File: src/rtl/vram_write_arbiter.sv
// Write-port arbiter for the 2K x 8 video RAM: two valid/ready requesters
// shared round-robin, plus a clear engine that fills every location.
module vram_write_arbiter #(
  parameter int unsigned ADDR_W = 11,
  parameter int unsigned DATA_W = 8
) (
  input  logic              clk,
  input  logic              reset,
  input  logic              a_valid,
  output logic              a_ready,
  input  logic [ADDR_W-1:0] a_addr,
  input  logic [DATA_W-1:0] a_data,
  input  logic              b_valid,
  output logic              b_ready,
  input  logic [ADDR_W-1:0] b_addr,
  input  logic [DATA_W-1:0] b_data,
  input  logic              clear_req,
  input  logic [DATA_W-1:0] clear_data,
  output logic              clear_busy,
  output logic              clear_done,
  output logic              write_ce,
  output logic [ADDR_W-1:0] write_ad,
  output logic [DATA_W-1:0] write_data
);

  localparam logic [0:0] ST_IDLE  = 1'b0;
  localparam logic [0:0] ST_CLEAR = 1'b1;

  localparam logic GRANT_A = 1'b0;
  localparam logic GRANT_B = 1'b1;

  localparam logic [ADDR_W-1:0] CNT_LAST = '1;

  logic [0:0]        state, state_n;
  logic              last_grant, last_grant_n;
  logic [ADDR_W-1:0] cnt, cnt_n;
  logic [DATA_W-1:0] fill, fill_n;
  logic              write_ce_n;
  logic [ADDR_W-1:0] write_ad_n;
  logic [DATA_W-1:0] write_data_n;
  logic              clear_busy_n, clear_done_n;
  logic              grant_a, grant_b;

  // Next-state, ready and write-port decode
  always_comb begin
    state_n      = state;
    last_grant_n = last_grant;
    cnt_n        = cnt;
    fill_n       = fill;
    write_ce_n   = 1'b0;
    write_ad_n   = write_ad;
    write_data_n = write_data;
    clear_busy_n = clear_busy;
    clear_done_n = 1'b0;
    grant_a      = 1'b0;
    grant_b      = 1'b0;

    case (state)
      ST_IDLE: begin
        if (clear_req) begin
          state_n      = ST_CLEAR;
          cnt_n        = '0;
          fill_n       = clear_data;
          clear_busy_n = 1'b1;
        end else begin
          // A wins unless B is also waiting and A was served last
          grant_a = a_valid && (!b_valid || (last_grant == GRANT_B));
          grant_b = b_valid && !grant_a;
          if (grant_a) begin
            write_ce_n   = 1'b1;
            write_ad_n   = a_addr;
            write_data_n = a_data;
            last_grant_n = GRANT_A;
          end else if (grant_b) begin
            write_ce_n   = 1'b1;
            write_ad_n   = b_addr;
            write_data_n = b_data;
            last_grant_n = GRANT_B;
          end
        end
      end
      default: begin
        write_ce_n   = 1'b1;
        write_ad_n   = cnt;
        write_data_n = fill;
        cnt_n        = cnt + ADDR_W'(1);
        if (cnt == CNT_LAST) begin
          state_n      = ST_IDLE;
          cnt_n        = '0;
          clear_busy_n = 1'b0;
          clear_done_n = 1'b1;
        end
      end
    endcase
  end

  // Ready is held low while reset is asserted
  assign a_ready = grant_a && reset;
  assign b_ready = grant_b && reset;

  // State and write-port registers
  always_ff @(posedge clk or negedge reset) begin
    if (!reset) begin
      state      <= ST_IDLE;
      last_grant <= GRANT_B;
      cnt        <= '0;
      fill       <= '0;
      write_ce   <= 1'b0;
      write_ad   <= '0;
      write_data <= '0;
      clear_busy <= 1'b0;
      clear_done <= 1'b0;
    end else begin
      state      <= state_n;
      last_grant <= last_grant_n;
      cnt        <= cnt_n;
      fill       <= fill_n;
      write_ce   <= write_ce_n;
      write_ad   <= write_ad_n;
      write_data <= write_data_n;
      clear_busy <= clear_busy_n;
      clear_done <= clear_done_n;
    end
  end

endmodule

File: config.mk
export PLATFORM = sky130hd
export DESIGN_NAME = vram_write_arbiter
export DESIGN_NICKNAME = d
export VERILOG_FILES = /design/src/rtl/vram_write_arbiter.sv
export SDC_FILE = /design/constraint.sdc
export NUM_CORES = 1
export LEC_CHECK = 0
export ABC_AREA = 1
export ABC_CLOCK_PERIOD_IN_PS = 3900
export BUFFER_PORTS_ARGS = -buffer_cell sky130_fd_sc_hd__buf_2
export CAP_MARGIN = 20
export CORE_MARGIN = 4
export CORE_UTILIZATION = 40
export DETAILED_ROUTE_END_ITERATION = 8
export HOLD_SLACK_MARGIN = 0.06
export MAX_ROUTING_LAYER = met4
export PLACE_DENSITY = 0.73
export SKIP_LAST_GASP = 1
export SLEW_MARGIN = 0
export SYNTH_ARGS = -nofsm -noshare
export SYNTH_HDL_FRONTEND = slang
export SYNTH_SLANG_ARGS = --single-unit
File: constraint.sdc
create_clock -name clk -period 3.9 [get_ports clk]
set_clock_uncertainty 0.1 [all_clocks]
set_input_delay 0.78 -clock clk [delete_from_list [all_inputs] [get_ports clk]]
set_output_delay 0.78 -clock clk [all_outputs]
set_load 0.02 [all_outputs]
==> impl_metrics.csv, run 1 <==
group,metric,value,unit
run_status,status,"complete, no violations",
min_path,whs_path_depth,2,
global_routing,grt_pass1_vias,1884,
critical_path,arrival,1.94,ns
floorplanning,dieWidth,82.0,µm
critical_path,crit_fanout,25,
cts,cts_buffers,5,
yosys,yosys_warnings,0,
min_path,min_from,"write_ad[4]",
cts,clockBufferDepth,2,
min_path,whs_endpoint,"write_ad[4]",
job,cap_violations,0,
cts,cts.sinks,43,
critical_path,rr_startpoint,"state",
critical_path,end_kind,"output pin",
yosys,syn_nets,319,
layout,fillerInstances,493,
global_routing,grt_first_pass_wirelength,8600,µm
yosys,netlist_area,2190,µm²
sta,period_needed,2.82,ns
sta,finalSetupTns,0,ns
critical_path,worst-setup-path-type,"reg -> out",
global_routing,grt_use_met1,20.7,%
global_routing,gr-usage-all-layers,17.1,%
sta,slew_violations,0,
min_path,hold_class,"reg -> reg",
yosys,ys_ff_latch,43,
placed_design,port-buffer-count,74,
yosys,synth_edf_count,0,
cts,clkTransAtPathRegs,0.07,ns
yosys,syn_inst,267,
placed_design,dp.final_hpwl,3900,µm
layout,fin_cells,409,
cts,cts_tree,"built",
routing,drt_wl_total,5160,µm
layout,syn_to_final_growth,24.2,%
sta,hold_violations,0,
routing,wl_per_cell,12.6,µm
layout,drive_above_1_share,28.3,%
cts,root_buffer,"clkbuf_8",
cts,cts_hold_buffers,0,
cts,ctsResizeCount,0,
critical_path,slowest_delay,0.71,ns
floorplanning,dieHeight,82.0,µm
layout,diodes,0,
power_and_ir_drop,cellPowerDensity,525,nW/µm²
sta,period_share,72.3,%
power_and_ir_drop,ir_worst_vdd,214,µV
critical_path,rrSetupSlack,1.85,ns
global_routing,antenna_found_initial,0,
global_routing,use_met3,2.52,%
critical_path,critical_path_buf_inv_count,2,
sta,setup_viol,0,
global_routing,gr-total-overflow,0,
yosys,ys_types,30,
sta,relSlewSlack,40.7,%
yosys,synthArstFlopShare,100,%
routing,firstDrtPassIters,4,
floorplanning,num_io_pins,75,
critical_path,r2r_cells,4,
sta,tightest_slew,0.889,ns
sta,rsz0062_at_grt,"no",
global_routing,grt.busiest_layer,"met2",
cts,ctsHtreeMaxLevel,2,
routing,route.vias.total,1957,
critical_path,start_kind,"register",
global_routing,met2_usage,28.1,%
floorplanning,dieArea,6720,µm²
cts,cts_setup_buffers,0,
power_and_ir_drop,p_leak,1.45,nW
cts,insertion_delay,0.30,ns
floorplanning,rows,26,
critical_path,cp.required,3.02,ns
critical_path,crit-reg2reg-capture,"write_data[1]",
placed_design,dpl.cell_count,401,
yosys,syn_area_per_cell,8.20,µm²
layout,nNetsFinal,390,
placed_design,place_congestion,0.870,
critical_path,crit_chain,"nor2_2 > inv_2 > nor3_1 > buf_2",
global_routing,grt_max_degree,44,
routing,drtIter0Drc,102,
floorplanning,core-area,5200,µm²
critical_path,crit_family,"flip-flops",
routing,drc,0,
routing,routed_via_density,4.78,
yosys,synth_ff_type,"dfrtp_1",
sta,fmax,354,MHz
yosys,ys_seq_area_share,49.2,%
floorplanning,start_util,42.0,%
critical_path,cpMaxStageDelayCell,"dfrtp_1",
routing,ant_nets,0,
==> metal layers <==
metal	up-vias	wire, µm	share of wire, %
met3	7	202	3.9
met5	-	0	0
met1	915	2240	43
met4	0	99	1.9
li1	1003	-	-
met2	32	2620	51
==> cell type report <==
type | instances | area (µm²) | share of cell area [%]
clock buffer | 6 | 72.6 | 2.67
multi-input combinational | 177 | 922 | 33.9
clock inverter | 2 | 37.5 | 1.38
inverter | 34 | 128 | 4.70
timing repair buffer | 77 | 393 | 14.5
tap | 70 | 87.6 | 3.22
sequential | 43 | 1080 | 39.6
==> sequential cells by signal (all words and copies together), names as in the netlist <==
signal / cells
cnt: 11
write_ad: 11
fill: 8
write_data: 8
clear_busy: 1
clear_done: 1
last_grant: 1
state: 1
write_ce: 1
==> Yosys cell counts, types with 2 or more instances <==
library cell	count	area share (%)
o21ai_1	4	0.91
o22ai_1	2	0.57
mux2_1	8	4.1
inv_1	30	5.1
clkbuf_1	3	0.51
nor2_2	2	0.57
nor2_1	7	1.2
buf_2	10	2.3
nand4_1	3	0.86
xor2_1	2	0.80
inv_2	4	0.69
nand2_1	89	15
dfrtp_1	42	48
nand3_1	25	5.7
nand2_2	3	0.86
o211ai_1	19	6.5
==> per-stage QoR <==
step	hold WS, ns	cell area [µm²]	util, %	total power, mW	setup WS [ns]
6_report	0.391	2720	52.2	1.43	1.08
5_1_grt	0.410	2720	52.2	1.53	0.912
2_1_floorplan	0.361	2190	-	0.951	1.46
3_5_place_dp	0.377	2610	50.1	1.10	1.36
4_1_cts	0.397	2720	52.2	1.44	1.08
3_3_place_gp	0.373	2610	50.1	1.10	1.39
==> layout by cell type (no fill, tap or decap), types with 5 or more instances in the layout <==
cell type	instances
nand2_1	89
dfrtp_1	42
clkbuf_8	5
nand3_1	25
o211ai_1	19
buf_2	74
mux2_1	8
inv_1	30
nor2_1	7
==> worst max path at each step <==
stage | slack, ns | start | endpoint | cells past startpoint
2_1_floorplan | 1.46 | clear_req | a_ready | 3
3_3_place_gp | 1.39 | clear_req | a_ready | 5
3_5_place_dp | 1.36 | clear_req | a_ready | 5
4_1_cts | 1.08 | state | a_ready | 4
5_1_grt | 0.91 | state | a_ready | 4
6_report | 1.08 | state | a_ready | 4
==> cell families after synthesis <==
family	after synthesis	synth area share, %
flip-flops	43	49.2
XOR/XNOR	3	1.20
AO/OA/AOI/OAI	30	9.49
AND/OR/NAND/NOR	134	26.3
buffers and inverters	47	8.63
multiplexers	9	4.57
adder cells (fa/ha/maj)	1	0.572
==> worst reg2reg max path: stages, from the launching register on <==
cell and delay (ns):
dfrtp_1 0.92, inv_2 0.19, and2_1 0.47, nand2_1 0.16, nand3_1 0.10
==> where the power goes <==
part / total (mW) / switching, mW / internal, mW
combinational: 0.418 / 0.255 / 0.162
clock: 0.337 / 0.146 / 0.191
sequential: 0.673 / 0.0991 / 0.573
Note: power is estimated with default switching activity, not from simulation.
==> run 2: changes to the inputs <==
--- a/config.mk
+++ b/config.mk
@@ -6,7 +6,7 @@
 export NUM_CORES = 1
 export LEC_CHECK = 0
 export ABC_AREA = 1
-export ABC_CLOCK_PERIOD_IN_PS = 3900
+export ABC_CLOCK_PERIOD_IN_PS = 2800
 export BUFFER_PORTS_ARGS = -buffer_cell sky130_fd_sc_hd__buf_2
 export CAP_MARGIN = 20
 export CORE_MARGIN = 4
==> constraint.sdc (replaced) <==
create_clock -name clk -period 2.8 [get_ports clk]
set_clock_uncertainty 0.1 [all_clocks]
set_input_delay 0.56 -clock clk [delete_from_list [all_inputs] [get_ports clk]]
set_output_delay 0.56 -clock clk [all_outputs]
set_load 0.02 [all_outputs]
==> run 2 against run 1 <==
Against the previous run:
- clock power increased by 40%
- final cell count increased by 0.24%
- routed wire length increased by 1.5%
- largest power group unchanged
- design area increased by 0.37%
- highest routed layer unchanged
- largest cell class unchanged
- sequential power increased by 39%
==> impl_metrics.csv, run 2 (same netlist as run 1, synthesis figures left out) <==
group,metric,value,unit
floorplanning,start_util,42.0,%
routing,wl_per_cell,12.8,µm
routing,routed_via_density,4.79,
min_path,hold_class,"in -> async",
layout,fillerInstances,497,
power_and_ir_drop,ir_worst_vdd,369,µV
global_routing,gr-total-overflow,0,
cts,root_buffer,"clkbuf_8",
cts,cts_hold_buffers,0,
critical_path,worst-setup-path-type,"reg -> out",
cts,cts_buffers,5,
cts,insertion_delay,0.29,ns
cts,clkTransAtPathRegs,0.08,ns
critical_path,end_kind,"output pin",
layout,diodes,0,
layout,fin_cells,410,
global_routing,grt_max_degree,44,
cts,cts_setup_buffers,0,
power_and_ir_drop,p_leak,1.46,nW
floorplanning,dieWidth,82.0,µm
floorplanning,core-area,5200,µm²
sta,hold_violations,0,
global_routing,grt_pass1_vias,1892,
job,cap_violations,0,
routing,drt_wl_total,5240,µm
floorplanning,dieArea,6720,µm²
layout,top_regs,"cnt x11, write_ad x11",
sta,period_share,76.7,%
sta,fin_hold_ws,0.241,ns
cts,ctsResizeCount,0,
global_routing,antenna_found_initial,0,
sta,relSlewSlack,50.7,%
run_status,status,"complete, no violations",
cts,cts_tree,"built",
power_and_ir_drop,cellPowerDensity,732,nW/µm²
critical_path,arrival,1.49,ns
sta,slew_violations,0,
placed_design,place_congestion,0.885,
layout,syn_to_final_growth,24.6,%
floorplanning,rows,26,
critical_path,cp.required,2.14,ns
critical_path,start_kind,"register",
layout,layout_common_cells,"nand2_1 (89), buf_2 (74), dfrtp_1 (42)",
routing,drc,0,
floorplanning,num_io_pins,75,
layout,post-route-util,52.4,%
floorplanning,dieHeight,82.0,µm
critical_path,rrSetupSlack,0.99,ns
placed_design,dpl.cell_count,402,
cts,cts.sinks,43,
layout,nNetsFinal,391,
sta,setup_viol,0,
sta,fmax,466,MHz
layout,drive_above_1_share,28.8,%
layout,fin_area,2730,µm²
routing,drtIter0Drc,61,
routing,route.vias.total,1965,
routing,ant_nets,0,
layout,layout_commonest_cell,"nand2_1",
placed_design,place_area,2620,µm²
global_routing,gr-usage-all-layers,17.2,%
placed_design,port-buffer-count,74,
sta,period_needed,2.15,ns
sta,tightest_slew,0.739,ns
sta,finalSetupTns,0,ns
critical_path,crit_fanout,8,
power_and_ir_drop,power,2.00,mW
sta,rsz0062_at_grt,"no",
placed_design,dp.final_hpwl,3930,µm
routing,firstDrtPassIters,4,
sta,fin_ws,0.653,ns
global_routing,grt_first_pass_wirelength,8670,µm
cts,ctsHtreeMaxLevel,2,
cts,clockBufferDepth,2,
placed_design,dp_slack,0.708,ns
## run 2: final timing paths
check	startpoint	cells past startpoint	endpoint
max	state	4	a_ready
min	reset	2	write_data[1]
max reg2reg	state	5	write_ad[5]
min reg2reg	fill[2]	1	fill[2]
max in group asynchronous	reset	2	last_grant
min in group clk	clear_data[4]	2	fill[4]
## run 2: where the power goes
part	switching, mW	internal [mW]
registers	0.135	0.799
clock network	0.206	0.265
logic	0.364	0.228
total	0.705	1.29
## run 2: worst max-delay path, cell delays in order (launching register included)
cell and delay (ns):
dfrtp_1 0.41, nor2_2 0.32, inv_2 0.11, nor3_1 0.17
buf_2 0.19
## run 2: routing by layer
metal,vias up,track usage [%],wire [µm]
li1,1001,-,-
met1,915,20.1,2240
met2,45,29.7,2690
met3,4,2.96,258
met4,0,6.15,47
met5,-,-,0
## run 2: area by class of cell
class,count,area [µm²],area share [%]
tap,70,87.6,3.21
timing repair buffer,78,400,14.7
sequential,43,1080,39.5
inverter,34,128,4.68
multi-input combinational,177,922,33.8
clock buffer,5,68.8,2.52
clock inverter,3,43.8,1.61
==> run 3: changes to the inputs <==
--- a/config.mk
+++ b/config.mk
@@ -5,8 +5,8 @@
 export SDC_FILE = /design/constraint.sdc
 export NUM_CORES = 1
 export LEC_CHECK = 0
-export ABC_AREA = 1
-export ABC_CLOCK_PERIOD_IN_PS = 2800
+export ABC_AREA = 0
+export ABC_CLOCK_PERIOD_IN_PS = 1700
 export BUFFER_PORTS_ARGS = -buffer_cell sky130_fd_sc_hd__buf_2
 export CAP_MARGIN = 20
 export CORE_MARGIN = 4
@@ -14,7 +14,7 @@
 export DETAILED_ROUTE_END_ITERATION = 8
 export HOLD_SLACK_MARGIN = 0.06
 export MAX_ROUTING_LAYER = met4
-export PLACE_DENSITY = 0.73
+export PLACE_DENSITY = 0.76
 export SKIP_LAST_GASP = 1
 export SLEW_MARGIN = 0
 export SYNTH_ARGS = -nofsm -noshare
==> constraint.sdc (replaced) <==
create_clock -name clk -period 1.7 [get_ports clk]
set_clock_uncertainty 0.1 [all_clocks]
set_input_delay 0.34 -clock clk [delete_from_list [all_inputs] [get_ports clk]]
set_output_delay 0.34 -clock clk [all_outputs]
set_load 0.02 [all_outputs]
==> run 3 against run 2 <==
Against the previous run:
- the flow now finishes with violations (setup timing)
- die area fell by 5.8%
- sequential share of layout area down 1.8 points
- non-clock buffer count rose by 25
- critical path depth up 2
- register-to-register slack worse by 1.0 ns
- synthesized cell count shrank 24%
- hold slack got worse by 0.11 ns
- clock-buffer cell count rose by 2
- via count is 0.76% lower
- flip-flop and latch count unchanged
- utilization rose by 6.5 points
- critical endpoint is now cnt[7]
==> impl_metrics.csv, run 3 <==
group,metric,value,unit
yosys,ys_types,35,
global_routing,grt_pass1_vias,1944,
cts,insertion_delay,0.29,ns
sta,relSlewSlack,64.6,%
critical_path,crit_fanout,6,
sta,hold_violations,0,
floorplanning,start_util,42.2,%
layout,layout_common_cells,"buf_2 (72), dfrtp_1 (41), nand2_1 (30)",
floorplanning,core-area,4850,µm²
run_status,violations,"setup timing",
routing,drc,0,
floorplanning,rows,25,
critical_path,r2r_cells,6,
yosys,synthArstFlopShare,100,%
critical_path,slowest_delay,0.41,ns
yosys,yosys-top-cells-count,"dfrtp_1 (42), nand2_1 (32), o21ai_0 (27), mux2i_1 (20), a22oi_1 (19)",
yosys,netlist_area,2050,µm²
cts,ctsHtreeMaxLevel,2,
yosys,synth_edf_count,0,
sta,setup_viol,1,
yosys,yosys_warnings,0,
floorplanning,dieWidth,79.5,µm
routing,routed_via_density,5.24,
layout,diodes,0,
routing,drtIter0Drc,171,
layout,syn_to_final_growth,39.6,%
critical_path,crit_family,"compound AO/OA/AOI/OAI gates",
critical_path,end_kind,"register",
min_path,whs_path_depth,3,
yosys,ys_ff_latch,43,
cts,clkTransAtPathRegs,0.08,ns
min_path,min_from,"clear_data[4]",
sta,period_needed,1.71,ns
global_routing,gr-usage-all-layers,18.6,%
routing,route.vias.total,1950,
sta,slew_violations,0,
placed_design,dp_slack,0.0458,ns
yosys,synthTopCellsByArea,"dfrtp_1 (51%), mux2i_1 (9.8%), a22oi_1 (7.0%), o21ai_0 (6.6%), nand2_1 (5.9%)",
power_and_ir_drop,p_leak,1.50,nW
run_status,status,"complete, but fails checks",
sta,tightest_slew,0.531,ns
critical_path,rr_startpoint,"cnt[1]",
critical_path,start_kind,"register",
yosys,syn_inst,204,
sta,rsz0062_at_grt,"yes",
critical_path,crit_chain,"ha_4 > nand3_4 > o41ai_4 > buf_4 > nor2_2 > a211o_1",
yosys,yosysTopAreaCell,"dfrtp_1",
min_path,hold_class,"in -> reg",
critical_path,rrSetupSlack,-0.006,ns
routing,wl_per_cell,15.2,µm
sta,fin_ws,-0.00557,ns
critical_path,cpMaxStageDelayCell,"dfrtp_1",
yosys,yosysMostFrequentCell,"dfrtp_1",
critical_path,arrival,1.78,ns
sta,fmax,586,MHz
power_and_ir_drop,ir_worst_vdd,745,µV
global_routing,gr-total-overflow,0,
global_routing,antenna_found_initial,0,
cts,root_buffer,"clkbuf_8",
critical_path,worst-setup-path-type,"reg -> reg",
global_routing,grt_first_pass_wirelength,8940,µm
placed_design,place_congestion,0.810,
cts,clockBufferDepth,2,
sta,fin_hold_ws,0.134,ns
yosys,ys_seq_area_share,52.6,%
cts,cts_buffers,5,
placed_design,port-buffer-count,74,
floorplanning,num_io_pins,75,
yosys,syn_area_per_cell,10.0,µm²
cts,cts.sinks,43,
critical_path,crit-reg2reg-capture,"cnt[7]",
critical_path,cp.required,1.77,ns
layout,layout_commonest_cell,"buf_2",
yosys,syn_nets,256,
cts,cts_tree,"built",
layout,nNetsFinal,356,
power_and_ir_drop,cellPowerDensity,1050,nW/µm²
layout,drive_above_1_share,39.3,%
sta,period_share,100,%
routing,firstDrtPassIters,4,
routing,ant_nets,0,
yosys,synth_ff_type,"dfrtp_1",
global_routing,grt_max_degree,44,
min_path,whs_endpoint,"fill[4]",
critical_path,critical_path_buf_inv_count,1,
job,cap_violations,0,
placed_design,dp.final_hpwl,3990,µm
floorplanning,dieArea,6330,µm²
critical_path,worstSetupStartpoint,"cnt[1]",
routing,drt_wl_total,5640,µm
floorplanning,dieHeight,79.5,µm
layout,top_regs,"cnt x11, write_ad x11",
yosys,yosysTopAreaCellShare,51.3,%
run 3: cell count changes after synthesis, moves of 18 or more:
cell      delta
nand2_1     -57
o21ai_0     +26
inv_1       -24
nand3_1     -21
mux2i_1     +19
a22oi_1     +18
o211ai_1    -18
run 3: layout make-up:
| type | count | area, µm² |
|---|---|---|
| sequential | 43 | 1080 |
| multi-input combinational | 144 | 955 |
| timing repair buffer | 103 | 633 |
| inverter | 7 | 26.3 |
| fill | 408 | 1990 |
| clock inverter | 1 | 5.00 |
| tap | 67 | 83.8 |
| clock buffer | 7 | 76.3 |
run 3: cells by family after synthesis:
group	count (synthesis)	synth area share, %
adder cells (fa/ha/maj)	1	0.611
buffers and inverters	17	3.24
AO/OA/AOI/OAI	61	19.6
flip-flops	43	52.6
XOR/XNOR	1	0.428
AND/OR/NAND/NOR	61	13.8
multiplexers	20	9.78
run 3: worst max path at each step:
stage	endpoint	slack, ns	cells past startpoint
global route	a_ready	-0.04	3
detailed placement	cnt[3]	0.05	4
CTS	b_ready	0.009	4
floorplan	b_ready	0.04	4
finish	cnt[7]	-0.006	6
global placement	b_ready	0.12	5
run 3: where the power goes:
part | leakage, nW | switching [mW] | internal, mW | total [mW]
clock network | 0.0422 | 0.329 | 0.288 | 0.617
logic | 0.928 | 0.506 | 0.452 | 0.958
registers | 0.528 | 0.179 | 1.24 | 1.42
total | 1.50 | 1.01 | 1.98 | 3.00
run 3: per-layer routing:
metal | share of wire (%) | wire (µm) | track usage (%)
met5 | 0 | 0 | -
met4 | 1.0 | 58 | 5.50
met3 | 4.5 | 254 | 4.06
met2 | 51 | 2860 | 29.9
met1 | 44 | 2470 | 23.6
run 3: per-stage QoR:
step	area (µm²)	setup TNS [ns]	util (%)	power, mW	instances
floorplan	2060	0	-	1.90	204
global placement	2690	0	55.4	2.28	358
detailed placement	2690	0	55.4	2.33	358
CTS	2790	0	57.6	2.95	368
global route	2860	-0.175	58.9	3.19	372
finish	2860	-0.00557	58.9	3.00	372
run 3: worst min-delay path, stage by stage:
cell and delay [ns]:
buf_2 0.07, nand2_1 0.04, nand2_1 0.05
run 3: what timing repair did:
action	CTS	global route
endpoints found under the setup margin	2	8
setup buffers	1	4
endpoints found under the hold margin	7	0
gates resized for setup	2	8
pin swaps	1	3
hold buffers	1	0
